### config.mk
export PLATFORM = sky130hd
export DESIGN_NAME = instr_split_queue_flat
export DESIGN_NICKNAME = d
export VERILOG_FILES = /design/src/rtl/instr_split_queue_pkg.sv /design/src/rtl/instr_split_queue_if.sv /design/src/rtl/instr_split_queue_fields.sv /design/src/rtl/instr_split_queue.sv /design/src/flat_wrapper.sv
export SDC_FILE = /design/constraint.sdc
export NUM_CORES = 1
export LEC_CHECK = 0
export BUFFER_PORTS_ARGS = -buffer_cell sky130_fd_sc_hd__buf_2
export CORE_MARGIN = 2
export CORE_UTILIZATION = 31
export CTS_CLUSTER_DIAMETER = 150
export DETAILED_ROUTE_END_ITERATION = 12
export GPL_TIMING_DRIVEN = 0
export PLACE_DENSITY = 0.57
export SETUP_SLACK_MARGIN = 0.4
export SYNTH_ARGS = -nofsm -noshare
export SYNTH_HDL_FRONTEND = slang
export SYNTH_SLANG_ARGS = --single-unit
export TNS_END_PERCENT = 100
### constraint.sdc
create_clock -name clk -period 7.3 [get_ports clk]
set_input_delay 0.365 -clock clk [delete_from_list [all_inputs] [get_ports clk]]
set_output_delay 0.365 -clock clk [all_outputs]
set_load 0.02 [all_outputs]
### src/rtl/instr_split_queue_pkg.sv
// ---------------------------------------------------------------------------
// instr_split_queue_pkg : shared instruction-field constants and queue state.
// Revision 1.0 - initial release
// ---------------------------------------------------------------------------
`default_nettype none

package instr_pkg;

  localparam int INSTR_W = 32;
  localparam logic [INSTR_W-1:0] NOP_INSTR = 32'h0;

  localparam int OPCODE_MSB = 31;
  localparam int OPCODE_LSB = 26;
  localparam int RS_MSB     = 25;
  localparam int RS_LSB     = 21;
  localparam int RT_MSB     = 20;
  localparam int RT_LSB     = 16;
  localparam int RD_MSB     = 15;
  localparam int RD_LSB     = 11;
  localparam int SA_MSB     = 10;
  localparam int SA_LSB     = 6;
  localparam int FUNC_MSB   = 5;
  localparam int FUNC_LSB   = 0;
  localparam int IMM16_MSB  = 15;
  localparam int IMM16_LSB  = 0;
  localparam int IMM26_MSB  = 25;
  localparam int IMM26_LSB  = 0;

  typedef enum logic [1:0] {
    OCC_EMPTY   = 2'd0,
    OCC_PARTIAL = 2'd1,
    OCC_FULL    = 2'd2
  } occ_state_e;

endpackage

`default_nettype wire

### src/rtl/instr_split_queue_if.sv
// ---------------------------------------------------------------------------
// instr_split_queue_if : IF->ID queue handshake bus (optional IQ_IMM_EXT_EN).
// Revision 1.0 - initial release
// ---------------------------------------------------------------------------
`default_nettype none

interface instr_split_queue_if #(
  parameter int DEPTH = 4,
  parameter int PC_W  = 32
);
  import instr_pkg::*;

  logic                     flush;
  logic                     in_valid;
  logic                     in_ready;
  logic [INSTR_W-1:0]       in_instr;
  logic [PC_W-1:0]          in_pc;
  logic                     out_valid;
  logic                     out_ready;
  logic [INSTR_W-1:0]       out_instr;
  logic [PC_W-1:0]          out_pc;
  logic [5:0]               opcode;
  logic [4:0]               rs;
  logic [4:0]               rt;
  logic [4:0]               rd;
  logic [4:0]               sa;
  logic [5:0]               func;
  logic [15:0]              imm16;
  logic [25:0]              imm26;
  logic [$clog2(DEPTH):0]   count;
`ifdef IQ_IMM_EXT_EN
  logic [31:0]              imm_sext;
  logic [31:0]              imm_zext;
  logic [31:0]              imm_lui;
`endif

  modport slave (
    input  flush, in_valid, in_instr, in_pc, out_ready,
    output in_ready, out_valid, out_instr, out_pc,
    output opcode, rs, rt, rd, sa, func, imm16, imm26,
`ifdef IQ_IMM_EXT_EN
    output imm_sext, imm_zext, imm_lui,
`endif
    output count
  );

  modport master (
    output flush, in_valid, in_instr, in_pc, out_ready,
    input  in_ready, out_valid, out_instr, out_pc,
    input  opcode, rs, rt, rd, sa, func, imm16, imm26,
`ifdef IQ_IMM_EXT_EN
    input  imm_sext, imm_zext, imm_lui,
`endif
    input  count
  );

endinterface

`default_nettype wire

### src/rtl/instr_split_queue_fields.sv
// ---------------------------------------------------------------------------
// instr_fields : combinational MIPS field slicer, extenders under IQ_IMM_EXT_EN.
// Revision 1.0 - initial release
// ---------------------------------------------------------------------------
`default_nettype none

module instr_fields
  import instr_pkg::*;
(
  input  logic [INSTR_W-1:0] instr_i,
  output logic [5:0]         opcode_o,
  output logic [4:0]         rs_o,
  output logic [4:0]         rt_o,
  output logic [4:0]         rd_o,
  output logic [4:0]         sa_o,
  output logic [5:0]         func_o,
  output logic [15:0]        imm16_o,
`ifdef IQ_IMM_EXT_EN
  output logic [31:0]        imm_sext_o,
  output logic [31:0]        imm_zext_o,
  output logic [31:0]        imm_lui_o,
`endif
  output logic [25:0]        imm26_o
);

  assign opcode_o = instr_i[OPCODE_MSB:OPCODE_LSB];
  assign rs_o     = instr_i[RS_MSB:RS_LSB];
  assign rt_o     = instr_i[RT_MSB:RT_LSB];
  assign rd_o     = instr_i[RD_MSB:RD_LSB];
  assign sa_o     = instr_i[SA_MSB:SA_LSB];
  assign func_o   = instr_i[FUNC_MSB:FUNC_LSB];
  assign imm16_o  = instr_i[IMM16_MSB:IMM16_LSB];
  assign imm26_o  = instr_i[IMM26_MSB:IMM26_LSB];

`ifdef IQ_IMM_EXT_EN
  assign imm_sext_o = {{16{instr_i[IMM16_MSB]}}, instr_i[IMM16_MSB:IMM16_LSB]};
  assign imm_zext_o = {16'h0, instr_i[IMM16_MSB:IMM16_LSB]};
  assign imm_lui_o  = {instr_i[IMM16_MSB:IMM16_LSB], 16'h0};
`endif

endmodule

`default_nettype wire

### src/rtl/instr_split_queue.sv
// ---------------------------------------------------------------------------
// instr_split_queue : FWFT IF->ID instruction queue with flush and head decode.
// Optional feature macro: IQ_IMM_EXT_EN.  Revision 1.0 - initial release
// ---------------------------------------------------------------------------
`default_nettype none

module instr_split_queue
  import instr_pkg::*;
#(
  parameter int DEPTH = 4,
  parameter int PC_W  = 32
) (
  input  logic                  clk,
  input  logic                  reset,
  instr_split_queue_if.slave    bus
);

  localparam int PTR_W = $clog2(DEPTH);
  localparam int CNT_W = PTR_W + 1;

  logic [INSTR_W-1:0] instr_mem_q [DEPTH];
  logic [PC_W-1:0]    pc_mem_q    [DEPTH];

  logic [PTR_W-1:0]   wp_q, wp_d, rp_q, rp_d;
  logic [CNT_W-1:0]   count_q, count_d;
  occ_state_e         state_q, state_d;

  logic               push, pop;
  logic [INSTR_W-1:0] head_instr;

  assign bus.in_ready  = (state_q != OCC_FULL);
  assign bus.out_valid = (state_q != OCC_EMPTY);
  assign push          = bus.in_valid & bus.in_ready;
  assign pop           = bus.out_valid & bus.out_ready;

  always_comb begin
    wp_d    = wp_q;
    rp_d    = rp_q;
    count_d = count_q;
    state_d = state_q;
    if (bus.flush) begin
      wp_d    = '0;
      rp_d    = '0;
      count_d = '0;
      state_d = OCC_EMPTY;
    end else begin
      case ({push, pop})
        2'b10: begin
          wp_d    = wp_q + PTR_W'(1);
          count_d = count_q + CNT_W'(1);
          state_d = (count_q == CNT_W'(DEPTH - 1)) ? OCC_FULL : OCC_PARTIAL;
        end
        2'b01: begin
          rp_d    = rp_q + PTR_W'(1);
          count_d = count_q - CNT_W'(1);
          state_d = (count_q == CNT_W'(1)) ? OCC_EMPTY : OCC_PARTIAL;
        end
        2'b11: begin
          wp_d = wp_q + PTR_W'(1);
          rp_d = rp_q + PTR_W'(1);
        end
        default: ;
      endcase
    end
  end

  always_ff @(posedge clk) begin
    if (!reset) begin
      wp_q    <= '0;
      rp_q    <= '0;
      count_q <= '0;
      state_q <= OCC_EMPTY;
    end else begin
      wp_q    <= wp_d;
      rp_q    <= rp_d;
      count_q <= count_d;
      state_q <= state_d;
    end
  end

  // Storage is deliberately left unreset; out_valid masks stale contents.
  always_ff @(posedge clk) begin
    if (reset && !bus.flush && push) begin
      instr_mem_q[wp_q] <= bus.in_instr;
      pc_mem_q[wp_q]    <= bus.in_pc;
    end
  end

  assign head_instr    = bus.out_valid ? instr_mem_q[rp_q] : NOP_INSTR;
  assign bus.out_instr = head_instr;
  assign bus.out_pc    = bus.out_valid ? pc_mem_q[rp_q] : '0;
  assign bus.count     = count_q;

  instr_fields u_fields (
    .instr_i    (head_instr),
    .opcode_o   (bus.opcode),
    .rs_o       (bus.rs),
    .rt_o       (bus.rt),
    .rd_o       (bus.rd),
    .sa_o       (bus.sa),
    .func_o     (bus.func),
    .imm16_o    (bus.imm16),
`ifdef IQ_IMM_EXT_EN
    .imm_sext_o (bus.imm_sext),
    .imm_zext_o (bus.imm_zext),
    .imm_lui_o  (bus.imm_lui),
`endif
    .imm26_o    (bus.imm26)
  );

endmodule

`default_nettype wire

### src/flat_wrapper.sv
// flat-port wrapper written by rule: the top's interface ports become plain ports
module instr_split_queue_flat import instr_pkg::*;
#(
  parameter int DEPTH = 4,
  parameter int PC_W  = 32
)
  (clk, reset, bus_flush, bus_in_valid, bus_in_instr, bus_in_pc, bus_out_ready, bus_in_ready, bus_out_valid, bus_out_instr, bus_out_pc, bus_opcode, bus_rs, bus_rt, bus_rd, bus_sa, bus_func, bus_imm16, bus_imm26, bus_count);
  instr_split_queue_if #(.DEPTH(DEPTH), .PC_W(PC_W)) bus_i ();
  input  logic clk;
  input  logic reset;
  input wire logic [$bits(bus_i.flush)-1:0] bus_flush;
  input wire logic [$bits(bus_i.in_valid)-1:0] bus_in_valid;
  input wire logic [$bits(bus_i.in_instr)-1:0] bus_in_instr;
  input wire logic [$bits(bus_i.in_pc)-1:0] bus_in_pc;
  input wire logic [$bits(bus_i.out_ready)-1:0] bus_out_ready;
  output wire logic [$bits(bus_i.in_ready)-1:0] bus_in_ready;
  output wire logic [$bits(bus_i.out_valid)-1:0] bus_out_valid;
  output wire logic [$bits(bus_i.out_instr)-1:0] bus_out_instr;
  output wire logic [$bits(bus_i.out_pc)-1:0] bus_out_pc;
  output wire logic [$bits(bus_i.opcode)-1:0] bus_opcode;
  output wire logic [$bits(bus_i.rs)-1:0] bus_rs;
  output wire logic [$bits(bus_i.rt)-1:0] bus_rt;
  output wire logic [$bits(bus_i.rd)-1:0] bus_rd;
  output wire logic [$bits(bus_i.sa)-1:0] bus_sa;
  output wire logic [$bits(bus_i.func)-1:0] bus_func;
  output wire logic [$bits(bus_i.imm16)-1:0] bus_imm16;
  output wire logic [$bits(bus_i.imm26)-1:0] bus_imm26;
  output wire logic [$bits(bus_i.count)-1:0] bus_count;
  assign bus_i.flush = bus_flush;
  assign bus_i.in_valid = bus_in_valid;
  assign bus_i.in_instr = bus_in_instr;
  assign bus_i.in_pc = bus_in_pc;
  assign bus_i.out_ready = bus_out_ready;
  assign bus_in_ready = bus_i.in_ready;
  assign bus_out_valid = bus_i.out_valid;
  assign bus_out_instr = bus_i.out_instr;
  assign bus_out_pc = bus_i.out_pc;
  assign bus_opcode = bus_i.opcode;
  assign bus_rs = bus_i.rs;
  assign bus_rt = bus_i.rt;
  assign bus_rd = bus_i.rd;
  assign bus_sa = bus_i.sa;
  assign bus_func = bus_i.func;
  assign bus_imm16 = bus_i.imm16;
  assign bus_imm26 = bus_i.imm26;
  assign bus_count = bus_i.count;
  instr_split_queue #(.DEPTH(DEPTH), .PC_W(PC_W)) u_core (.clk(clk), .reset(reset), .bus(bus_i));
endmodule
==> results of run 1 <==
## worst max-delay path, stage by stage, from the launching register on
cell	delay, ns
dfxtp_1	0.38
or2_2	0.15
clkbuf_1	0.55
clkbuf_1	0.44
and2_1	0.28
buf_4	0.13
buf_2	0.15
## through the flow
| stage | total power (uW) | setup slack, ns | utilization, % | std cells |
|---|---|---|---|---|
| floorplan | 1840 | 4.48 | - | 554 |
| global placement | 1910 | 3.11 | 36.3 | 1220 |
| detailed placement | 1910 | 4.70 | 36.5 | 1224 |
| CTS | 3280 | 4.09 | 39.1 | 1275 |
| global route | 3360 | 4.01 | 39.1 | 1275 |
| finish | 3220 | 4.30 | 39.1 | 1275 |
## layer usage
metal / wire length [um] / global-route usage (%) / share of wire, % / vias to the layer above
met5: 0 / 0 / 0 / -
met4: 385 / 2.90 / 1.8 / 0
met3: 1490 / 2.76 / 7.0 / 34
met2: 10500 / 19.6 / 49 / 177
met1: 8870 / 14.3 / 42 / 2741
li1: - / - / - / 2568
## layout make-up
class | instances | area, sq um
multi-input cells | 182 | 2260
inverters | 8 | 30.0
plain buffers | 97 | 756
flip-flops and latches | 267 | 7910
clock inverters | 19 | 140
repair buffers | 215 | 1140
clock buffers | 32 | 737
well taps | 455 | 569
fillers | 3195 | 21100
## layout by cell type, fill, tap and decap left out, drive strengths merged, types with 2 or more instances in the layout
cell	synthesis	final
dfxtp	11	11
o21ai	4	4
ha	12	12
inv	8	8
nand2b	2	2
bufinv	0	2
clkbuf	10	42
clkinvlp	0	3
mux4	64	64
buf	87	302
xor2	3	3
a21oi	5	5
and2	68	68
clkinv	0	14
edfxtp	256	256
nor2	9	9
nor2b	2	2
nand2	4	4
## state kept, by name, indices dropped and copies added (netlist names), named ones only
signal,cells
u_core.instr_mem_q,128
u_core.rp_q,2
u_core.pc_mem_q,128
u_core.state_q,2
u_core.wp_q,2
u_core.bus.count,3
## worst min-delay path by stage
stage | startpoint | end | slack, ns
floorplan | bus_in_instr[0] | u_core.instr_mem_q[0][0] | 0.46
detailed placement | u_core.state_q[0] | u_core.state_q[0] | 0.49
CTS | bus_in_pc[5] | u_core.pc_mem_q[0][5] | 0.005
finish | bus_in_pc[5] | u_core.pc_mem_q[1][5] | 0.04
global placement | u_core.wp_q[1] | u_core.wp_q[1] | 0.49
global route | bus_in_instr[16] | u_core.instr_mem_q[2][16] | 0.008
## power groups by stage
stage	logic, uW	registers (uW)	clock network, uW
after floorplan	104	1730	0
after global placement	177	1730	0
after detailed placement	181	1730	0
after CTS	181	1700	1400
after global routing	194	1700	1460
final	176	1700	1350
## cells by family after synthesis
logic type	count (synthesis)
adder cells (fa/ha/maj)	12
flip-flops	267
AO/OA/AOI/OAI	13
buffers and inverters	105
XOR/XNOR	4
AND/OR/NAND/NOR	89
multiplexers	64
==> flow_summary_export.csv, run 1 <==
group,metric,value,unit
setup_path,cp-startpoint,"u_core.state_q[1]",
place,dpl_cell_area,12700,sq um
floorplan,die_outline_area,36800,sq um
sta,timing.slew.headroom,51.8,%
power,internal_power,2560,uW
sta,setup_viol,0,
clocking,clock_sinks,267,
sta,hold_viol,0,
power,power.combinational.fraction,5.5,%
synthesis,synth_cells,554,
sta,clock-skew-final,0.00857,ns
sta,timing.final.crit_share,41.1,%
global_routing,via_count_of_the_first_global_routing_pass,5510,
synthesis,syn_nets,635,
clocking,post_cts_resized,0,
synthesis,most_frequent_cell_after_synthesis,"edfxtp_1",
synthesis,synth_enable_flop_cells,256,
synthesis,avgSynthCellArea,19.7,sq um
status,run_status,"complete, no violations",
place,place_hpwl,13600,um
routing,firstDrtPassIters,4,
cells_and_area,num_antenna_cells,0,
synthesis,yosys-mux-area-fraction,13.3,%
setup_path,critical_path.endpoint,"bus_rd[4]",
sta,min_period,3.00,ns
power,seqPwrFrac,52.8,%
synthesis,yosysTopAreaCell,"edfxtp_1",
hold_path,hp-class,"input pin to register",
routing,route.vias.total,5520,
routing,post_drt_wl_per_cell,16.6,um
synthesis,synth_area_in_simple_gates,4.83,%
routing,drc,0,
floorplan,placement_rows,68,
setup_path,rr_worst_depth,4,
synthesis,ys.warnings.count,0,
place,place.gp.congestion,0.680,
power,net-switching-power,664,uW
synthesis,yosys.cell_types.count,29,
clocking,cts.clk_slew.worst_paths,0.06,ns
floorplan,dieHeight,192,um
synthesis,synth-adder-area-share,1.37,%
place,port_buffers,211,
synthesis,synth_seq_cells,267,
setup_path,critical_path.reg2reg.endpoint,"u_core.pc_mem_q[1][19]",
cells_and_area,final_layout_size_suffix_gt1_share,49.5,%
sta,achievable-frequency,333,MHz
sta,slew_violations,0,
cells_and_area,flow.area_growth_from_synthesis,23.7,%
routing,viasPerCell,4.33,
global_routing,grt_start_max_net_pins,34,
setup_path,setup.worst_path.start_class,"register",
global_routing,grt_first_pass_wirelength,31500,um
setup_path,timing_worst_setup_path_type,"register to output port",
power,p_per_area,238,nW/um^2
cells_and_area,stdcell_area,13500,sq um
floorplan,coreArea,34600,sq um
clocking,postCtsHoldBufs,0,
power,vdd.ir_drop.worst,0.182,mV
sta,timing.hold.ws,0.0415,ns
power,clk_network_pwr_share,41.8,%
job,max_cap_violations,0,
sta,unrepaired_setup_endpoints_after_global_routing,"false",
clocking,post-cts-setup-buffers,0,
global_routing,grt.overflow.total,0,
cells_and_area,total_nets_final,880,
synthesis,synth_top_family_by_area,"multiplexers",
synthesis,synth_compound_gate_area_share,0.698,%
clocking,clock_insertion_delay_worst_skew,0.54,ns
synthesis,synth_seq_area_share,72.3,%
floorplan,die-width,192,um
floorplan,io_pins,212,
clocking,h-tree-depth,1,
power,power.leakage,0.00511,uW
global_routing,antenna_found_initial,1,
synthesis,netlist_top_cells_count,"edfxtp_1, buf_4, and2_1",
synthesis,fraction_of_post_synthesis_cell_area_in_the_top_cell_type_by_area,70.3,%
power,power_switching_share,20.6,%
setup_path,r2r_setup_slack,5.23,ns
sta,tightestPinTransition,0.723,ns
hold_path,timing.hold.worst_path_depth,1,
clocking,cts_root_buf,"clkbuf_16",
routing,final_ant_viol_nets,0,
setup_path,timing.critical_path.arrival,2.63,ns
clocking,numCtsBuffers,28,
synthesis,synthesis.area,10900,sq um
clocking,clk_path_buf_depth,3,
sta,fin_setup_tns,0,ns
routing,route.final.wire_length,21200,um
floorplan,initial_core_util,31.6,%
setup_path,cp_max_fo,10,
setup_path,cp_data_required_time,6.93,ns
setup_path,worst_r2r_startpoint,"u_core.state_q[0]",
synthesis,synth_area_leaders,"edfxtp_1, mux4_2, buf_4",
synthesis,dominant_synthesized_flop_cell,"edfxtp_1",
setup_path,worstSetupEndpointType,"output port",
routing,drt_first_iter_violations,311,
clocking,tritoncts,"done",
global_routing,grt_util_all_layers,11.3,%
synthesis,xor_xnor_fraction_of_synth_area,0.320,%
synthesis,proportion_of_synthesized_flip_flops_having_asynchronous_set_or_reset,0,%
Note: power is estimated with default switching activity, not from simulation.
==> run 2, diff against run 1 <==
Settings changed: ABC_AREA set to 1, PLACE_DENSITY 0.57 to 0.58.
Clock period 7.3 ns to 2.4 ns, I/O delays scaled along.
==> flow_summary_export.csv, run 2 <==
group,metric,value,unit
status,run_status,"complete, no violations",
global_routing,grt.overflow.total,0,
clocking,tritoncts,"done",
synthesis,most_frequent_cell_after_synthesis,"inv_1",
sta,tightestPinTransition,0.770,ns
global_routing,globalRouteMet2Util,26.1,%
sta,slew_violations,0,
setup_path,cp_slowest_stage_delay,0.39,ns
power,net-switching-power,2550,uW
synthesis,fraction_of_post_synthesis_cell_area_in_the_top_cell_type_by_area,63.9,%
place,dpl_cell_area,13900,sq um
setup_path,cp_slowest_cell,"dfxtp_4",
cells_and_area,final_layout_size_suffix_gt1_share,34.0,%
power,power.combinational.fraction,12.2,%
sta,achievable-frequency,483,MHz
sta,timing.slew.headroom,48.6,%
synthesis,netlist_top_cells_count,"inv_1, nand2_1, edfxtp_1",
routing,viasPerCell,4.20,
floorplan,die-width,201,um
setup_path,cp_data_required_time,2.28,ns
global_routing,via_count_of_the_first_global_routing_pass,8364,
hold_path,hp-class,"input pin to register",
global_routing,globalRoute.busiestLayer,"met2",
setup_path,number_of_buffers_and_inverters_on_the_critical_path,5,
power,power_switching_share,23.7,%
synthesis,yosysTopAreaCell,"edfxtp_1",
setup_path,timing.critical_path.arrival,1.95,ns
synthesis,synth_enable_flop_cells,256,
global_routing,met1_usage,18.1,%
setup_path,rr_worst_depth,7,
setup_path,timing.critical_path.depth,8,
sta,timing.final.crit_share,86.2,%
sta,timing.hold.ws,0.157,ns
cells_and_area,total_nets_final,1589,
sta,clock-skew-final,0.00862,ns
setup_path,setup.worst_path.start_class,"register",
place,setup_ws_pre_cts,0.214,ns
power,clk_network_pwr_share,39.6,%
routing,drt_first_iter_violations,336,
cells_and_area,most-common-layout-cells,"inv_1, edfxtp_1, nand2_1",
routing,final_ant_viol_nets,0,
floorplan,initial_core_util,31.3,%
synthesis,syn_nets,1259,
floorplan,coreArea,38500,sq um
cells_and_area,flow.area_growth_from_synthesis,42.3,%
routing,firstDrtPassIters,5,
routing,route.vias.total,8607,
sta,min_period,2.07,ns
global_routing,grt_first_pass_wirelength,45800,um
synthesis,yosys.cell_types.count,15,
setup_path,critical_path.cell_chain,"inv_6 > buf_12 > buf_12 > nand2_2 > nand3_2 > a21oi_4 > buf_4 > buf_4",
synthesis,synth_seq_area_share,65.7,%
synthesis,ys.warnings.count,0,
place,place_hpwl,18800,um
cells_and_area,fillCellCount,3552,
synthesis,synthesis.area,12000,sq um
job,max_cap_violations,0,
sta,setup_viol,0,
synthesis,synth_area_leaders,"edfxtp_1, inv_1, nand2_1",
synthesis,synth_seq_cells,267,
power,p_per_area,629,nW/um^2
cells_and_area,finish.utilization,44.5,%
power,power.leakage,0.00768,uW
sta,setup_slack,0.331,ns
setup_path,worstSetupEndpointType,"output port",
place,port_buffers,211,
power,internal_power,8220,uW
power,vdd.ir_drop.worst,0.511,mV
setup_path,crit_family,"buffers and inverters",
synthesis,proportion_of_synthesized_flip_flops_having_asynchronous_set_or_reset,0,%
clocking,clock_sinks,267,
synthesis,dominant_synthesized_flop_cell,"edfxtp_1",
setup_path,timing_worst_setup_path_type,"register to output port",
floorplan,io_pins,212,
global_routing,globalRouteMet3Util,2.14,%
floorplan,dieHeight,201,um
setup_path,cp_max_fo,10,
routing,post_drt_wl_per_cell,15.1,um
clocking,numCtsBuffers,30,
synthesis,avgSynthCellArea,10.2,sq um
cells_and_area,stdcell_area,17100,sq um
clocking,cts.clk_slew.worst_paths,0.06,ns
power,post_layout_power,10800,uW
floorplan,die_outline_area,40400,sq um
clocking,cts_root_buf,"clkbuf_16",
place,place.gp.congestion,0.720,
sta,hold_viol,0,
global_routing,grt_start_max_net_pins,27,
clocking,clk_path_buf_depth,3,
floorplan,placement_rows,72,
global_routing,antenna_found_initial,1,
cells_and_area,mostFrequentLayoutCell,"inv_1",
sta,unrepaired_setup_endpoints_after_global_routing,"true",
hold_path,timing.hold.worst_path_depth,6,
power,seqPwrFrac,48.2,%
routing,drc,0,
routing,route.final.wire_length,31000,um
clocking,clock_insertion_delay_worst_skew,0.55,ns
global_routing,grt_util_all_layers,14.5,%
clocking,h-tree-depth,1,
synthesis,synth_cells,1178,
## run 2: cell types whose count changed after synthesis, sizes merged, moves of 5 or more
cell | previous run | this run
and2 | 68 | 0
clkbuf | 10 | 5
mux4 | 64 | 0
nand3 | 0 | 130
a21oi | 5 | 72
nor2 | 9 | 14
nand2 | 4 | 273
inv | 8 | 279
buf | 87 | 117
## run 2: cell families after synthesis
logic type	count (synthesis)	share of synthesized area, %
flip-flops	267	65.7
AND/OR/NAND/NOR	417	14.4
adder cells (fa/ha/maj)	12	1.25
buffers and inverters	401	15.2
AO/OA/AOI/OAI	80	3.33
XOR/XNOR	1	0.0728
## run 2: cell type report
class	count	area, sq um	share of cell area [%]
timing repair buffer	296	2350	13.7
clock buffer	37	798	4.66
buffer	122	1250	7.31
inverter	279	1060	6.19
antenna	1	2.50	0.0146
multi-input combinational	512	2970	17.4
sequential	267	7920	46.2
tap	518	648	3.79
clock inverter	18	125	0.731
## run 2: tightest hold or removal path: cells and delay by family
family                   cells  cell delay (ns)
adder cells (fa/ha/maj)      1             0.19
AND/OR/NAND/NOR              2             0.16
buffers and inverters        2             0.15
AO/OA/AOI/OAI                1             0.05
## run 2: path summary, 6_finish.rpt
kind | startpoint | endpoint | slack (ns)
setup / recovery | register | bus_out_instr[3] | 0.33
hold / removal | bus_in_valid | u_core.state_q[1] | 0.16
setup reg to reg | u_core.state_q[0] | u_core.instr_mem_q[1][10] | 0.45
hold reg to reg | u_core.rp_q[1] | register | 0.50
## run 2: power groups by stage
stage	logic, uW	registers, uW	clock network (uW)
CTS	1140	5190	4400
finish	1310	5190	4270
floorplan	586	5290	0
detailed placement	965	5290	0
global placement	939	5290	0
global route	1410	5190	4570
## run 2: repair_timing
item | CTS | global route
pin swaps | 12 | 35
gates resized for setup | 163 | 263
buffers inserted | 2 | 8
hold buffers | 66 | 0
endpoints found under the setup margin | 184 | 266
cloned | 0 | 3
endpoints found under the hold margin | 266 | 0
## run 2: through the flow
step,instances,TNS [ns]
detailed placement,1915,0
finish,2050,0
CTS,2038,0
floorplan,1178,0
global route,2050,0
global placement,1907,-182.49
## run 2: layer usage
metal / wire length [um] / vias up
met3: 1470 / 43
met4: 673 / 0
li1: - / 4317
met2: 15800 / 198
met5: 0 / -
met1: 13100 / 4049
